### config.mk
export PLATFORM = sky130hd
export DESIGN_NAME = mem_access_stage
export DESIGN_NICKNAME = d
export VERILOG_FILES = /design/src/rtl/mem_access_stage.sv
export SDC_FILE = /design/constraint.sdc
export NUM_CORES = 1
export LEC_CHECK = 0
export ABC_AREA = 1
export CAP_MARGIN = 20
export CORE_MARGIN = 1
export CORE_UTILIZATION = 25
export DETAILED_ROUTE_END_ITERATION = 7
export SLEW_MARGIN = 0
export SYNTH_ARGS = -nofsm -noshare
export SYNTH_HDL_FRONTEND = slang
export SYNTH_SLANG_ARGS = --single-unit
### constraint.sdc
create_clock -name clk -period 3.7 [get_ports clk]
set_input_delay 0.74 -clock clk [delete_from_list [all_inputs] [get_ports clk]]
set_output_delay 0.74 -clock clk [all_outputs]
set_load 0.01 [all_outputs]
### src/rtl/mem_access_stage.sv
// mem_access_stage
// ----------------
// Memory stage of the pipeline. It turns the ALU result into an SRAM word
// address, runs a request/acknowledge access to an external data SRAM for
// loads and stores, stalls the earlier stages via freeze while the access is
// outstanding, and registers the MEM/WB values for the write-back stage.
//
// Ports
//   clk, rst        clock (rising edge), synchronous active-high reset
//   wb_en_in        write-back enable from EX/MEM
//   mem_read        load request
//   mem_write       store request (wins when both requests are high)
//   alu_out         ALU result, also the byte address of the access
//   val_rm          store data
//   dest_in         destination register
//   sram_addr       word address to SRAM, (alu_out - BASE_ADDR) >> 2
//   sram_wdata      store data to SRAM
//   sram_we/re      write / read strobes, held until ack or timeout
//   sram_ack        one-cycle completion pulse from SRAM
//   sram_rdata      load data, valid in the sram_ack cycle
//   freeze          stall request to all earlier pipeline registers
//   mem_err         sticky flag, set when an access times out
//   wb_en_out, mem_r_en_out, alu_result_out, mem_data_out, dest_out
//                   registered MEM/WB values
module mem_access_stage #(
    parameter int BASE_ADDR = 1024,
    parameter int ADDR_W    = 16,
    parameter int TIMEOUT   = 15
) (
    input  logic              clk,
    input  logic              rst,
    input  logic              wb_en_in,
    input  logic              mem_read,
    input  logic              mem_write,
    input  logic [31:0]       alu_out,
    input  logic [31:0]       val_rm,
    input  logic [3:0]        dest_in,
    output logic [ADDR_W-1:0] sram_addr,
    output logic [31:0]       sram_wdata,
    output logic              sram_we,
    output logic              sram_re,
    input  logic              sram_ack,
    input  logic [31:0]       sram_rdata,
    output logic              freeze,
    output logic              mem_err,
    output logic              wb_en_out,
    output logic              mem_r_en_out,
    output logic [31:0]       alu_result_out,
    output logic [31:0]       mem_data_out,
    output logic [3:0]        dest_out
);

    localparam int CNT_W = (TIMEOUT > 0) ? $clog2(TIMEOUT + 1) : 1;

    typedef enum logic {
        IDLE = 1'b0,
        WAIT = 1'b1
    } state_t;

    state_t             state_reg, state_next;
    logic [CNT_W-1:0]   cnt_reg, cnt_next;
    logic               is_write_reg, is_write_next;
    logic               mem_err_reg;
    logic               set_err;

    logic               wb_en_reg, wb_en_next;
    logic               mem_r_en_reg, mem_r_en_next;
    logic [31:0]        alu_result_reg, alu_result_next;
    logic [31:0]        mem_data_reg, mem_data_next;
    logic [3:0]         dest_reg, dest_next;

    logic               req;
    logic               timed_out;

    // Address and data are purely combinational; upstream registers are
    // frozen during WAIT, so they stay stable for the whole access.
    assign sram_addr  = ADDR_W'((alu_out - 32'(BASE_ADDR)) >> 2);
    assign sram_wdata = val_rm;

    assign req       = mem_read | mem_write;
    assign timed_out = (cnt_reg == CNT_W'(TIMEOUT));

    always_comb begin
        state_next      = state_reg;
        cnt_next        = cnt_reg;
        is_write_next   = is_write_reg;
        set_err         = 1'b0;
        sram_we         = 1'b0;
        sram_re         = 1'b0;
        freeze          = 1'b0;
        wb_en_next      = wb_en_reg;
        mem_r_en_next   = mem_r_en_reg;
        alu_result_next = alu_result_reg;
        mem_data_next   = mem_data_reg;
        dest_next       = dest_reg;

        case (state_reg)
            IDLE: begin
                alu_result_next = alu_out;
                dest_next       = dest_in;
                mem_data_next   = 32'd0;
                if (req) begin
                    // Issue: strobe now, stall, and send a bubble to WB
                    // until the access resolves.
                    sram_we       = mem_write;
                    sram_re       = mem_read & ~mem_write;
                    freeze        = 1'b1;
                    cnt_next      = '0;
                    is_write_next = mem_write;
                    state_next    = WAIT;
                    wb_en_next    = 1'b0;
                    mem_r_en_next = 1'b0;
                end else begin
                    wb_en_next    = wb_en_in;
                    mem_r_en_next = 1'b0;
                end
            end
            WAIT: begin
                sram_we  = is_write_reg;
                sram_re  = ~is_write_reg;
                cnt_next = cnt_reg + CNT_W'(1);
                if (sram_ack) begin
                    // Release the stall in the ack cycle itself so the next
                    // instruction can issue right after.
                    state_next      = IDLE;
                    wb_en_next      = wb_en_in;
                    mem_r_en_next   = ~is_write_reg;
                    alu_result_next = alu_out;
                    dest_next       = dest_in;
                    mem_data_next   = is_write_reg ? 32'd0 : sram_rdata;
                end else if (timed_out) begin
                    // Abort: a failed load must never reach the register file.
                    state_next      = IDLE;
                    set_err         = 1'b1;
                    wb_en_next      = 1'b0;
                    mem_r_en_next   = ~is_write_reg;
                    alu_result_next = alu_out;
                    dest_next       = dest_in;
                    mem_data_next   = 32'd0;
                end else begin
                    freeze = 1'b1;
                end
            end
            default: state_next = IDLE;
        endcase

        // Reset kills the access immediately, not one cycle later.
        if (rst) begin
            sram_we = 1'b0;
            sram_re = 1'b0;
            freeze  = 1'b0;
        end
    end

    always_ff @(posedge clk) begin
        if (rst) begin
            state_reg      <= IDLE;
            cnt_reg        <= '0;
            is_write_reg   <= 1'b0;
            mem_err_reg    <= 1'b0;
            wb_en_reg      <= 1'b0;
            mem_r_en_reg   <= 1'b0;
            alu_result_reg <= 32'd0;
            mem_data_reg   <= 32'd0;
            dest_reg       <= 4'd0;
        end else begin
            state_reg      <= state_next;
            cnt_reg        <= cnt_next;
            is_write_reg   <= is_write_next;
            mem_err_reg    <= mem_err_reg | set_err;
            wb_en_reg      <= wb_en_next;
            mem_r_en_reg   <= mem_r_en_next;
            alu_result_reg <= alu_result_next;
            mem_data_reg   <= mem_data_next;
            dest_reg       <= dest_next;
        end
    end

    assign mem_err        = mem_err_reg;
    assign wb_en_out      = wb_en_reg;
    assign mem_r_en_out   = mem_r_en_reg;
    assign alu_result_out = alu_result_reg;
    assign mem_data_out   = mem_data_reg;
    assign dest_out       = dest_reg;

endmodule

Word-level counts from Yosys, hierarchy flattened:

Cells that the tools add are included.

* muxes and demuxes: 33
* reduce and logical (&&, ||, !) cells: 1
* bitwise operators: 6
* equality and inequality tests: 3
* add/sub/neg operators: 2

Operators with widths (count)
* 32-bit two-way mux: 5
* 32-bit one-hot mux with 2 select lines: 2
* 18-bit by 11-bit subtractor with 18-bit output, second input constant: 1
* 1-bit two-way mux: 16
* 4-bit one-hot mux with 2 select lines: 2
* 4-bit two-way mux: 3
* 1-bit one-hot mux with 2 select lines: 5
* 4-bit by 1-bit adder with 4-bit output, second input constant: 1
* 4-bit == test, second input constant: 1
* 3-bit by 2-bit != test with 1-bit output, second input constant: 1
* 1-bit inverter: 3
* 2-bit != test, second input constant: 1
* 1-bit bitwise OR: 2
* 2-bit AND reduction: 1
* 1-bit AND: 1

* flip-flop bits (word level): 77
* logic and storage cells: 54
* output and inout port bits: 122
* input port bits: 106

Depth between registers and ports, before layout:

* depth after elaboration: 5
* mapped depth: 8
* gate-level depth less buffers: 6

Least setup slack after synthesis:

Ideal clock, no wire load.

* path type: input to output
* start point: input sram_ack
* end point: output freeze
* stages: 5
* arrival time: 1.538 ns
* buffers on the path: 2
* path slack: 1.422 ns
* data required time: 2.960 ns
* cells stage by stage: buf_2 > nor2_8 > nand2_4 > buf_2 > a21oi_1

* word-level cells in the longest chain between the ends: 3

RTL lines
* start, declared: line 42 `input logic sram_ack,`
* 1-bit two-way mux: line 122 `if (sram_ack) begin`
* 1-bit one-hot mux with 2 select lines: line 97 `case (state_reg)`
* 1-bit two-way mux: line 148 `if (rst) begin`
* end, declared: line 44 `output logic freeze,`

No other way between the ends.

Worst setup path after layout:

* start point: input alu_out[15]
* end point: output sram_addr[15]

* word-level cells in the longest chain between the ends: 1

RTL lines
* start, declared: line 35 `input logic [31:0] alu_out,`
* 18-bit by 11-bit subtractor with 18-bit output: line 77 `assign sram_addr = ADDR_W'((alu_out - 32'(BASE_ADDR)) >> 2);`
* end, declared: line 38 `output logic [ADDR_W-1:0] sram_addr,`

No other way between the ends.

==> flow_summary.yaml <==
outcome:
  status: "complete, no violations"
clock_network:
  clockBufferDepth: 2
  cts_hold_buf: 0
  ctsResizeCount: 0
  postCtsSetupRepairBufs: 0
  tritoncts: "done"
  worstSkewPairLatency_ps: 340
  cts_sinks: 77
  ctsHtreeMaxLevel: 3
  clkTransAtPathRegs_ps: 60
  clockRootBuffer: "clkbuf_16"
  cts_buffers: 9
sta:
  holdWs_ps: 483
  clock.fmax_mhz: 325
  max_slew_margin_pct: 36.6
  grt_setup_unrepaired: "false"
  worst_pin_slew_ps: 950
  fin_crit_ps: 3070
  min_period_over_period_pct: 83.0
  timing.final.setup_violations: 0
  final.setup_skew_ps: 11.4
  finalHoldViolCount: 0
  setup_tns_ps: 0
  slew_violations: 0
grt:
  grt_overflow: 0
  grt_pass1_vias: 3290
  grt_usage_pct: 14.6
  grt_pass1_wl_mm: 16.5
  antenna_found_initial: 0
  grt_start_max_net_pins: 40
setup_path:
  crit_type: "in -> out"
  critical_path.max_fanout: 4
  cp_data_arrival_time_ps: 2330
  critPathCaptureType: "output port"
  cp.required_ps: 2960
  start_kind: "input pin"
  reg2regPathDepth: 7
detailed_routing:
  drt_iter0_drc: 229
  drt-total-wl_mm: 9.89
  detail_route.vias_per_cell: 4.66
  vias: 3373
  drc: 0
  ant_nets: 0
  first_pass_iters: 4
  wire_per_inst_um: 13.7
worst_hold_path:
  hold_depth: 2
  hold_class: "reg -> reg"
layout:
  fin_util_pct: 38.9
  syn_to_final_growth_pct: 52.3
  antenna_cells: 0
  drive_gt1_share_pct: 5.11
  stdcell_count: 724
  fin_nets: 651
  final_area_sq_um: 5150
placement:
  dp_hpwl_mm: 6.58
  place.gp.congestion: 0.796
  placed_cells: 708
  placed_area_sq_um: 4820
  io_buffer_count: 163
pwr:
  power_leakage_nw: 1.90
  p_per_area_nw_per_um2: 433
  vdd.ir_drop.worst_mv: 0.250
yosys:
  synthCells: 436
  syn_nets: 544
  avgSynthCellArea_sq_um: 7.76
  seq_area_frac_synth_pct: 45.6
  yosysUniqueCellTypes: 24
  ys_ff_latch: 77
  synth_area_sq_um: 3380
  yosysWarnings: 0
floorplanning:
  core_sq_um: 13200
  initial_core_util_pct: 25.5
  io_pins: 228
  die_w_um: 118
  die_height_um: 118
  rows: 42
  die_area_sq_um: 14000
flow_run:
  maxCapViolations: 0
[power by group]
part | internal, mW | switching, mW | total, mW
clock | 0.614 | 0.356 | 0.970
combinational | 0.195 | 0.166 | 0.361
sequential | 0.873 | 0.0253 | 0.898
[layer usage]
metal	up-vias	GRT usage (%)	part of all wire, %
met5	-	0	0
met3	28	4.78	9.1
met1	1557	17.4	44
li1	1642	-	-
met2	146	23.2	44
met4	0	8.09	3.0
[cells in the final DEF, fill, tap and decap left out, types with 2 or more instances in the layout]
cell type,Yosys,layout
buf_4,43,6
bufinv_16,0,2
o21ai_1,10,10
inv_6,0,2
clkbuf_16,0,9
nor2_1,87,87
o21ai_0,29,29
nand2_1,26,26
a21oi_1,41,41
inv_1,12,12
dfxtp_1,77,77
ha_1,2,2
nand3_1,36,36
clkdlybuf4s50_1,0,163
nand4_1,32,32
xor2_1,3,3
clkinv_2,1,2
[path summary, 6_finish.rpt]
path | from | end | slack, ps
setup / recovery | alu_out[15] | sram_addr[15] | 630
hold / removal | mem_data_out[27] | mem_data_out[27] | 480
setup reg to reg | cnt_reg[0] | alu_result_out[3] | 1150
hold reg to reg | mem_data_out[27] | mem_data_out[27] | 480
[cell usage after synthesis (all sizes together)]
cell | instances | area [sq um]
or2 | 1 | 6.26
clkbuf | 18 | 67.6
buf | 55 | 392
ha | 2 | 25.0
xnor2 | 1 | 8.76
a21oi | 41 | 205
nor2 | 88 | 347
nand3 | 37 | 198
dfxtp | 77 | 1540
xor2 | 3 | 26.3
nand4 | 32 | 200
o21ai | 39 | 195
nand3b | 1 | 7.51
inv | 13 | 48.8
clkinv | 1 | 5.00
nand2 | 27 | 109
[worst max-delay path, stage by stage]
cell             delay (ps)
clkdlybuf4s50_1         470
or2_2                   310
nor2_1                  120
nand3b_1                 90
nand2_1                  70
clkdlybuf4s50_1         530
[metrics by stage]
step / worst slack [ps] / power, mW
3_5_place_dp: 640 / 1.28
4_1_cts: 624 / 2.27
2_1_floorplan: 1420 / 1.10
6_report: 627 / 2.23
5_1_grt: 521 / 2.34
3_3_place_gp: 658 / 1.27
[cell families after synthesis]
family | synth area share [%]
AOI/OAI and AO/OA | 11.8
xor gates and xnor gates | 1.04
adders and majority gates | 0.740
buffers and inverters | 15.2
DFF | 45.6
and+or+nand+nor | 25.6
[area by class of cell]
type	count	area (sq um)
clock inverter	6	91.3
sequential	77	1540
inverter	14	53.8
clock buffer	10	239
multi-input combinational	272	1330
fill	1352	8090
tap	176	220
timing repair buffer	169	1680
Power figures use the tool's default switching activity.
